### config.mk
export PLATFORM = sky130hd
export DESIGN_NAME = spi_slave_fsm_burst
export DESIGN_NICKNAME = d
export VERILOG_FILES = /design/src/rtl/spi_fsm_pkg.sv /design/src/rtl/spi_bit_counter.sv /design/src/rtl/spi_slave_fsm_burst.sv
export SDC_FILE = /design/constraint.sdc
export NUM_CORES = 1
export LEC_CHECK = 0
export ABC_AREA = 0
export ABC_CLOCK_PERIOD_IN_PS = 3000
export BUFFER_PORTS_ARGS = -buffer_cell sky130_fd_sc_hd__buf_4
export CAP_MARGIN = 20
export CORE_MARGIN = 2
export CORE_UTILIZATION = 60
export DETAILED_ROUTE_END_ITERATION = 10
export GPL_TIMING_DRIVEN = 0
export PLACE_DENSITY = 0.82
export SETUP_SLACK_MARGIN = 0.4
export SLEW_MARGIN = 20
export SYNTH_ARGS = -nofsm -noshare
export SYNTH_HDL_FRONTEND = slang
export SYNTH_SLANG_ARGS = --single-unit
export TNS_END_PERCENT = 100
### constraint.sdc
create_clock -name s_clk -period 3 [get_ports s_clk]
set_input_delay 0.6 -clock s_clk [delete_from_list [all_inputs] [get_ports s_clk]]
set_output_delay 0.6 -clock s_clk [all_outputs]
set_load 0.02 [all_outputs]
### src/rtl/spi_fsm_pkg.sv
// Shared definitions for the SPI slave control FSM: state encoding,
// R/W bit polarity and the bit-counter width helper.
package spi_fsm_pkg;

    typedef enum logic [3:0] {
        ST_IDLE         = 4'd0,
        ST_GET_ADDR     = 4'd1,
        ST_GOT_ADDR     = 4'd2,
        ST_READ_WAIT    = 4'd3,
        ST_READ_LOAD    = 4'd4,
        ST_READ_SHIFT   = 4'd5,
        ST_RD_NEXT      = 4'd6,
        ST_WRITE_SHIFT  = 4'd7,
        ST_WRITE_COMMIT = 4'd8,
        ST_WR_NEXT      = 4'd9,
        ST_DONE         = 4'd10
    } spi_state_e;

    // Value of the final header bit that marks a read command.
    localparam logic RW_READ = 1'b1;

    // Bits needed to count up to the longer of header and data word.
    function automatic int cnt_width(input int addr_w, input int data_w);
        int longest;
        longest = ((addr_w + 1) > data_w) ? (addr_w + 1) : data_w;
        return $clog2(longest + 1);
    endfunction

endpackage

### src/rtl/spi_bit_counter.sv
// SCLK strobe counter with synchronous clear and a terminal-count flag
// that fires on the last strobe of a runtime-selected length.
module spi_bit_counter #(
    parameter int W = 4
) (
    input  logic         s_clk,
    input  logic         reset_n,
    input  logic         clr,
    input  logic         en,
    input  logic [W-1:0] limit,
    output logic [W-1:0] count,
    output logic         at_last
);

    logic [W-1:0] count_q;
    logic [W-1:0] count_d;

    // Clear takes precedence so a state change always starts from zero.
    always_comb begin
        count_d = count_q;
        if (clr) begin
            count_d = '0;
        end else if (en) begin
            count_d = count_q + W'(1);
        end
    end

    // Counter register.
    always_ff @(posedge s_clk or negedge reset_n) begin
        if (!reset_n) begin
            count_q <= '0;
        end else begin
            count_q <= count_d;
        end
    end

    assign count   = count_q;
    assign at_last = (count_q == (limit - W'(1)));

endmodule

### src/rtl/spi_slave_fsm_burst.sv
// SPI slave control FSM: header capture, read load/shift with memory
// latency, write commit, and optional burst with address auto-increment.
module spi_slave_fsm_burst
    import spi_fsm_pkg::*;
#(
    parameter int ADDR_W   = 7,
    parameter int DATA_W   = 8,
    parameter int MEM_LAT  = 1,
    parameter int BURST_EN = 1
) (
    input  logic s_clk,
    input  logic reset_n,
    input  logic CS,
    input  logic sclk_pos,
    input  logic read_write,
    output logic miso_buff,
    output logic ad_we,
    output logic sr_we,
    output logic dm_we,
    output logic addr_inc,
    output logic frame_err,
    output logic busy
);

    localparam int CW = cnt_width(ADDR_W, DATA_W);
    localparam logic [CW-1:0] HDR_LEN  = CW'(ADDR_W + 1);
    localparam logic [CW-1:0] WORD_LEN = CW'(DATA_W);
    localparam int LW = (MEM_LAT > 1) ? $clog2(MEM_LAT) : 1;
    localparam logic [LW-1:0] LAT_LAST = LW'(MEM_LAT - 1);

    spi_state_e state_q;
    spi_state_e state_d;
    logic       rw_q;
    logic       rw_d;
    logic       rd_cont_q;
    logic       rd_cont_d;
    logic       armed_q;
    logic       armed_d;
    logic       frame_err_q;
    logic       frame_err_d;
    logic [LW-1:0] lat_q;
    logic [LW-1:0] lat_d;

    logic [CW-1:0] bit_count;
    logic          bit_last;
    logic [CW-1:0] cnt_limit;
    logic          cnt_clr;
    logic          cnt_en;
    logic          in_shift;
    logic          word_done;

    assign in_shift  = (state_q == ST_GET_ADDR) || (state_q == ST_READ_SHIFT) ||
                       (state_q == ST_WRITE_SHIFT);
    assign cnt_limit = (state_q == ST_GET_ADDR) ? HDR_LEN : WORD_LEN;
    assign cnt_en    = sclk_pos && in_shift;
    assign cnt_clr   = (state_d != state_q);
    assign word_done = sclk_pos && bit_last;

    spi_bit_counter #(
        .W(CW)
    ) u_bit_counter (
        .s_clk   (s_clk),
        .reset_n (reset_n),
        .clr     (cnt_clr),
        .en      (cnt_en),
        .limit   (cnt_limit),
        .count   (bit_count),
        .at_last (bit_last)
    );

    // Next-state logic; a deasserted chip select overrides every transition.
    always_comb begin
        state_d = state_q;
        if (CS) begin
            state_d = ST_IDLE;
        end else begin
            case (state_q)
                ST_IDLE:         if (armed_q) state_d = ST_GET_ADDR;
                ST_GET_ADDR:     if (word_done) state_d = ST_GOT_ADDR;
                ST_GOT_ADDR:     state_d = (read_write == RW_READ) ? ST_READ_WAIT : ST_WRITE_SHIFT;
                ST_READ_WAIT:    if (lat_q == LAT_LAST) state_d = ST_READ_LOAD;
                ST_READ_LOAD:    state_d = ST_READ_SHIFT;
                ST_READ_SHIFT:   if (word_done) state_d = (BURST_EN != 0) ? ST_RD_NEXT : ST_DONE;
                ST_RD_NEXT:      state_d = ST_READ_WAIT;
                ST_WRITE_SHIFT:  if (word_done) state_d = ST_WRITE_COMMIT;
                ST_WRITE_COMMIT: state_d = (BURST_EN != 0) ? ST_WR_NEXT : ST_DONE;
                ST_WR_NEXT:      state_d = ST_WRITE_SHIFT;
                ST_DONE:         state_d = ST_DONE;
                default:         state_d = ST_IDLE;
            endcase
        end
    end

    // Auxiliary flags: R/W capture, burst MISO hold, re-arm after reset, latency count, framing error.
    always_comb begin
        rw_d        = (state_q == ST_GOT_ADDR) ? read_write : rw_q;
        armed_d     = armed_q || CS;
        lat_d       = (state_q == ST_READ_WAIT) ? (lat_q + LW'(1)) : '0;
        frame_err_d = CS && in_shift && (bit_count != '0);
        case (state_q)
            ST_RD_NEXT:                                 rd_cont_d = 1'b1;
            ST_READ_WAIT, ST_READ_LOAD, ST_READ_SHIFT:  rd_cont_d = rd_cont_q;
            default:                                    rd_cont_d = 1'b0;
        endcase
    end

    // State and flag registers; after reset a CS high is required before a new frame.
    always_ff @(posedge s_clk or negedge reset_n) begin
        if (!reset_n) begin
            state_q     <= ST_IDLE;
            rw_q        <= 1'b0;
            rd_cont_q   <= 1'b0;
            armed_q     <= 1'b0;
            frame_err_q <= 1'b0;
            lat_q       <= '0;
        end else begin
            state_q     <= state_d;
            rw_q        <= rw_d;
            rd_cont_q   <= rd_cont_d;
            armed_q     <= armed_d;
            frame_err_q <= frame_err_d;
            lat_q       <= lat_d;
        end
    end

    assign busy      = (state_q != ST_IDLE);
    assign ad_we     = (state_q == ST_GOT_ADDR);
    assign sr_we     = (state_q == ST_READ_LOAD);
    assign dm_we     = (state_q == ST_WRITE_COMMIT);
    assign addr_inc  = (state_q == ST_RD_NEXT) || (state_q == ST_WR_NEXT);
    assign frame_err = frame_err_q;
    assign miso_buff = (rw_q == RW_READ) &&
                       ((state_q == ST_READ_SHIFT) || (state_q == ST_RD_NEXT) ||
                        (((state_q == ST_READ_WAIT) || (state_q == ST_READ_LOAD)) && rd_cont_q));

endmodule

### Yosys cells after proc, flatten, opt, wreduce, memory -nomap -nowiden

Cells that the tools add are included.

* add/subtract/negate cells: 2
* reduce and logical (&&, ||, !) cells: 18
* mux-type cells: 12
* eq/ne operators: 12

Operator list (count)
* case mux 4 bit (11 select lines): 1
* 2-to-1 mux 4 bit: 8
* equality test 4 x 3 -> 1 bit (second input constant): 5
* equality test 4 bit (second input constant): 3
* equality test 4 x 2 -> 1 bit (second input constant): 2
* nonzero test 4 bit: 2
* logical OR 1 bit: 7
* logical AND 1 bit: 6
* adder 4 x 1 -> 4 bit (second input constant): 1
* equality test 4 x 1 -> 1 bit (second input constant): 1
* logical NOT 4 bit: 1
* inequality test 4 bit: 1
* 2-to-1 mux 3 bit: 1
* OR reduction 3 bit: 1
* case mux 1 bit (2 select lines): 1
* nonzero test 2 bit: 1
* adder 1 bit (second input constant): 1
* 2-to-1 mux 1 bit: 1

* bits of input ports: 5
* logic and storage cells: 51
* register bits after elaboration: 13
* output and inout bits: 7

### Longest topological paths before layout

* depth after elaboration: 7
* gate-level depth with buffers: 6
* gate-level depth less buffers: 6

### Modules after synthesis

A second synthesis with hierarchy kept.

* cells, all modules: 116
* area total of the unflattened synthesis: 988.4 um2

By module, submodules not included
* spi_slave_fsm_burst: instances 1, cells each 90, sequential area each 225.2 um2, area each 719.4 um2
* spi_bit_counter: instances 1, cells each 26, sequential area each 100.1 um2, area each 269.0 um2

### Worst setup path after synthesis

No wires, ideal clock.

* path type: register to output
* start point: register state_q[0]
* end point: output port ad_we
* required time: 2400 ps
* setup slack: 1065 ps
* buffers on the path: 1
* data arrival time: 1335 ps
* stages on the path, launching flop included: 4
* cells stage by stage: dfrtp_1 -> buf_4 -> or2b_1 -> nor3_1

* longest elaborated chain between the ends: 1

Ends and longest elaborated chain
* start: declaration: RTL line spi_slave_fsm_burst.sv:31 `spi_state_e state_q;`
* start signal: assignment: RTL line spi_slave_fsm_burst.sv:117 `state_q <= state_d;`
* equality test 4 x 2 -> 1 bit: RTL line spi_slave_fsm_burst.sv:127 `assign ad_we = (state_q == ST_GOT_ADDR);`
* end: declaration: RTL line spi_slave_fsm_burst.sv:17 `output logic ad_we,`

Every way passes these cells.

### Final worst setup path

* start point: register state_q[1]
* end point: output port miso_buff

* longest elaborated chain between the ends: 5
* elaborated cells on any way between the ends: 9
* those cells by class: eq/ne: 4; reduce/logical: 5

Ends and longest elaborated chain
* equality test 4 x 2 -> 1 bit or equality test 4 x 3 -> 1 bit (tied branches): RTL line spi_slave_fsm_burst.sv:134 `(((state_q == ST_READ_WAIT) || (state_q == ST_READ_LOAD)) && rd_cont_q));`
* logical OR 1 bit: RTL line spi_slave_fsm_burst.sv:134
* logical AND 1 bit: RTL line spi_slave_fsm_burst.sv:134
* logical OR 1 bit *: RTL line spi_slave_fsm_burst.sv:133 `((state_q == ST_READ_SHIFT) || (state_q == ST_RD_NEXT) ||`
* logical AND 1 bit *: RTL line spi_slave_fsm_burst.sv:132 `assign miso_buff = (rw_q == RW_READ) &&`
* end: declaration: RTL line spi_slave_fsm_burst.sv:16 `output logic miso_buff,`

Every way passes the cells marked *; elsewhere a longest branch is shown, timed or not.

==> impl_results.rst <==
.. list-table::
   :header-rows: 1

   * - Metric
     - Value
   * - Run status
     - finished, final reports clean
   * - Final hold viol count
     - 0
   * - Unrepaired setup endpoints after global routing
     - no
   * - Reg-to-Reg Start
     - u_bit_counter.count[1]
   * - Avg Inst Size Synth
     - 8.735 µm²
   * - Vias in the first global route
     - between 700 and 800
   * - CP Data Required Time
     - 2.40 ns
   * - Per-cell routed wire length
     - 15.12 µm
   * - Minimum period implied by the final worst setup slack
     - 2.371 ns
   * - Highest net fanout along the worst path
     - 10
   * - Worst IR drop on VDD
     - 0.2459 mV
   * - TritonCTS clock tree
     - built
   * - Routed wire length
     - 2.072 mm
   * - Setup_tns
     - 0 ns
   * - Seq/Total Area, Yosys
     - 0.3514
   * - Buf+Inv Stages, Crit Path
     - 2
   * - Number of nets produced by synthesis
     - 113
   * - Share of flip-flops with an asynchronous set or reset after synthesis
     - 1.000
   * - # placed instances
     - between 100 and 150
   * - Ordered list of cells on the worst path
     - clkbuf_1 > nor2_1 > o21ai_0 > o21ai_0 > and3b_1 > buf_4
   * - Number of failing setup endpoints in the final timing report
     - 0
   * - Total via count after detailed routing
     - 889
   * - Share of layout cells above drive strength 1
     - 0.1983
   * - Total DRC errors in the routed layout
     - 0
   * - Number of different library cells in the post-synthesis netlist
     - 42
   * - Dominant synthesized flop cell
     - dfrtp_1
   * - Clock slew seen by the registers of the worst setup and hold paths
     - 0.08 ns
   * - Starting density of the core
     - 0.6293
   * - ANT nets after route
     - 0
   * - Nature of the critical path endpoint
     - output pin
   * - Aggregate global-route resource usage
     - 0.2474
   * - Standard-cell rows
     - 14
   * - WHS
     - 0.1548 ns
   * - Antenna violations before repair
     - 0
   * - Number of nets in the layout
     - 129
   * - Number of buffers inserted by post-CTS setup repair
     - 0
   * - Crit path top cell by count
     - o21ai_0
   * - Core region area
     - 0.001471 mm²
   * - Final-report max-slew violation count
     - 0
   * - Worst Tran Pin Value
     - a little over 0.4 ns
   * - First-pass GRT wire length
     - 3.470 mm
   * - Die W
     - 43.28 µm
   * - Deepest level of the CTS H-tree
     - 1
   * - Class of the most critical setup path
     - reg2out
   * - Final GP Congestion
     - 0.8860
   * - Number of fill cells in the layout
     - 115
   * - Number of clock buffers inserted by TritonCTS
     - 3
   * - Post-route standard cell area excluding fillers
     - 0.001055 mm²
   * - Maximum frequency from static timing analysis
     - around 420 MHz
   * - Final global-route overflow total
     - 0
   * - Total power divided by cell area
     - 333.0 mW/mm²
   * - Iter 0 DRT Violations
     - 31
   * - Die boundary height
     - 43.28 µm
   * - Normalized max-slew margin
     - 0.7231
   * - Pin count of the biggest net entering global routing
     - 14
   * - CP peak stage delay
     - ~0.47 ns
   * - Post-placement cell area
     - 0.001028 mm²
   * - Total of flip-flops plus latches after synthesis
     - 13
   * - Area growth from synthesis to layout
     - 13.92%
   * - Number of clock sinks seen by CTS
     - 13
   * - Path class of the lowest-slack min-delay path
     - in2async
   * - Io pins
     - 12
   * - Die area
     - 0.001873 mm²
   * - Cell at the slowest stage of the critical path
     - dfrtp_1
   * - Count of cells resized by post-cts repair
     - 0
   * - Buffer type at the clock tree root
     - clkbuf_4
   * - Clock latency at the later pin of the worst-skew pair
     - roughly 0.27 ns
   * - Category of cells accounting for the largest share of critical-path delay
     - buffers and inverters
   * - Post-synth design cell area
     - roughly 900 µm²
   * - Count of port buffers added during placement
     - 11
   * - Yosys warns
     - 0
   * - Half-perimeter wire length after placement
     - 1.515 mm
   * - Detailed-route vias per instance
     - 6.489
   * - Startpoint kind of the worst setup timing path
     - register
   * - Length of the first detailed-routing pass in iterations
     - 4
   * - Number of instances in the synthesized netlist
     - 106
   * - Maximum buffer depth of the clock tree
     - 2
   * - MaxCap Viol Count
     - 0
   * - # diodes
     - 0
   * - Number of non-filler instances in the completed layout
     - 137
   * - Leakage power summed over all cells
     - about 0.49 nW
   * - Post-synth EDFFs
     - 0
   * - Arrival time reported for the critical path endpoint
     - roughly 1.8 ns
   * - Worst Skew
     - 0.004341 ns
   * - Hold Buf Count CTS
     - 0
   * - Launching element of the worst setup path
     - state_q[1]
   * - Final worst path period share
     - 0.7902
## registers in the layout, summed over array words and instances (netlist names)
register	cells
frame_err	1
lat_q	1
state_q	4
u_bit_counter.count	4
rw_q	1
rd_cont_q	1
armed_q	1
## Yosys cell counts, drive strengths merged (2+ instances only)
master	instances	area share
clkbuf	4	0.016
nand3	4	0.022
buf	2	0.014
nand2	4	0.016
nor4	5	0.034
nor2	10	0.041
dfrtp	13	0.35
nor3	5	0.027
nand2b	8	0.054
nor2b	2	0.014
xnor2	2	0.019
o22ai	2	0.014
a221oi	2	0.038
inv	4	0.016
a21oi	6	0.032
o21ai	9	0.049
ha	2	0.027
## worst paths after layout
| kind | slack [ns] | cells after the start | to |
|---|---|---|---|
| setup / recovery | 0.63 | 6 | miso_buff |
| setup reg to reg | 1.18 | 5 | u_bit_counter.count[1] |
| hold / removal | 0.15 | 1 | rw_q |
| min in group s_clk | 0.48 | 1 | armed_q |
| hold reg to reg | 0.48 | 1 | armed_q |
| max in group asynchronous | 2.68 | 1 | u_bit_counter.count[0] |
## cells in the final DEF, fill, tap and decap left out, types with 3 or more instances in the layout
cell type,instances
dfrtp_1,13
nand2_1,4
buf_4,12
clkbuf_4,3
nand2b_1,8
o21ai_0,8
a21oi_1,6
nor2_1,10
inv_1,4
nor3_1,5
clkbuf_1,5
nand3_1,4
nor4_1,5
## cell type report
| type | instances | area (µm²) | area share |
|---|---|---|---|
| buffer | 6 | 27.53 | 0.02610 |
| clock buffer | 4 | 26.28 | 0.02491 |
| sequential | 13 | 325.3 | 0.3084 |
| timing repair buffer | 11 | 82.58 | 0.07829 |
| multi-input combinational | 83 | 558.0 | 0.5291 |
| inverter | 4 | 15.01 | 0.01423 |
| tap | 16 | 20.02 | 0.01898 |
## power breakdown
group | total (mW) | switching, mW | leakage, nW | internal [mW]
Clock | 0.108 | 0.0564 | 0.0150 | 0.0515
Combinational | 0.0590 | 0.0331 | 0.302 | 0.0260
Sequential | 0.184 | 0.00434 | 0.174 | 0.180
Total | 0.351 | 0.0938 | 0.491 | 0.257
## routing by layer
metal  wire, µm  vias up  track usage
met5          0        -            0
met2       1024       36       0.3970
li1           -      420            -
met1        925      430       0.3280
met4         12        0       0.1152
met3        109        3      0.02979
## kinds of logic after synthesis
kind of cell	count (synthesis)	synth area share
AND/OR/NAND/NOR	47	0.2906
adder cells (fa/ha/maj)	2	0.02702
XOR/XNOR	3	0.02838
flip-flops	13	0.3513
buffers and inverters	10	0.04593
AO/OA/AOI/OAI	29	0.2338
multiplexers	2	0.02297
## metrics by stage
| stage | utilization | setup slack (ns) | power [mW] |
|---|---|---|---|
| 6_report | 0.7168 | 0.6295 | 0.3513 |
| 5_1_grt | 0.7168 | 0.4846 | 0.3667 |
| 4_1_cts | 0.7168 | 0.6393 | 0.3529 |
| 3_5_place_dp | 0.6990 | 0.9496 | 0.2463 |
| 3_3_place_gp | 0.6990 | 0.9606 | 0.2448 |
| 2_1_floorplan | - | 1.065 | 0.2264 |
Note: power is estimated with default switching activity, not from simulation.
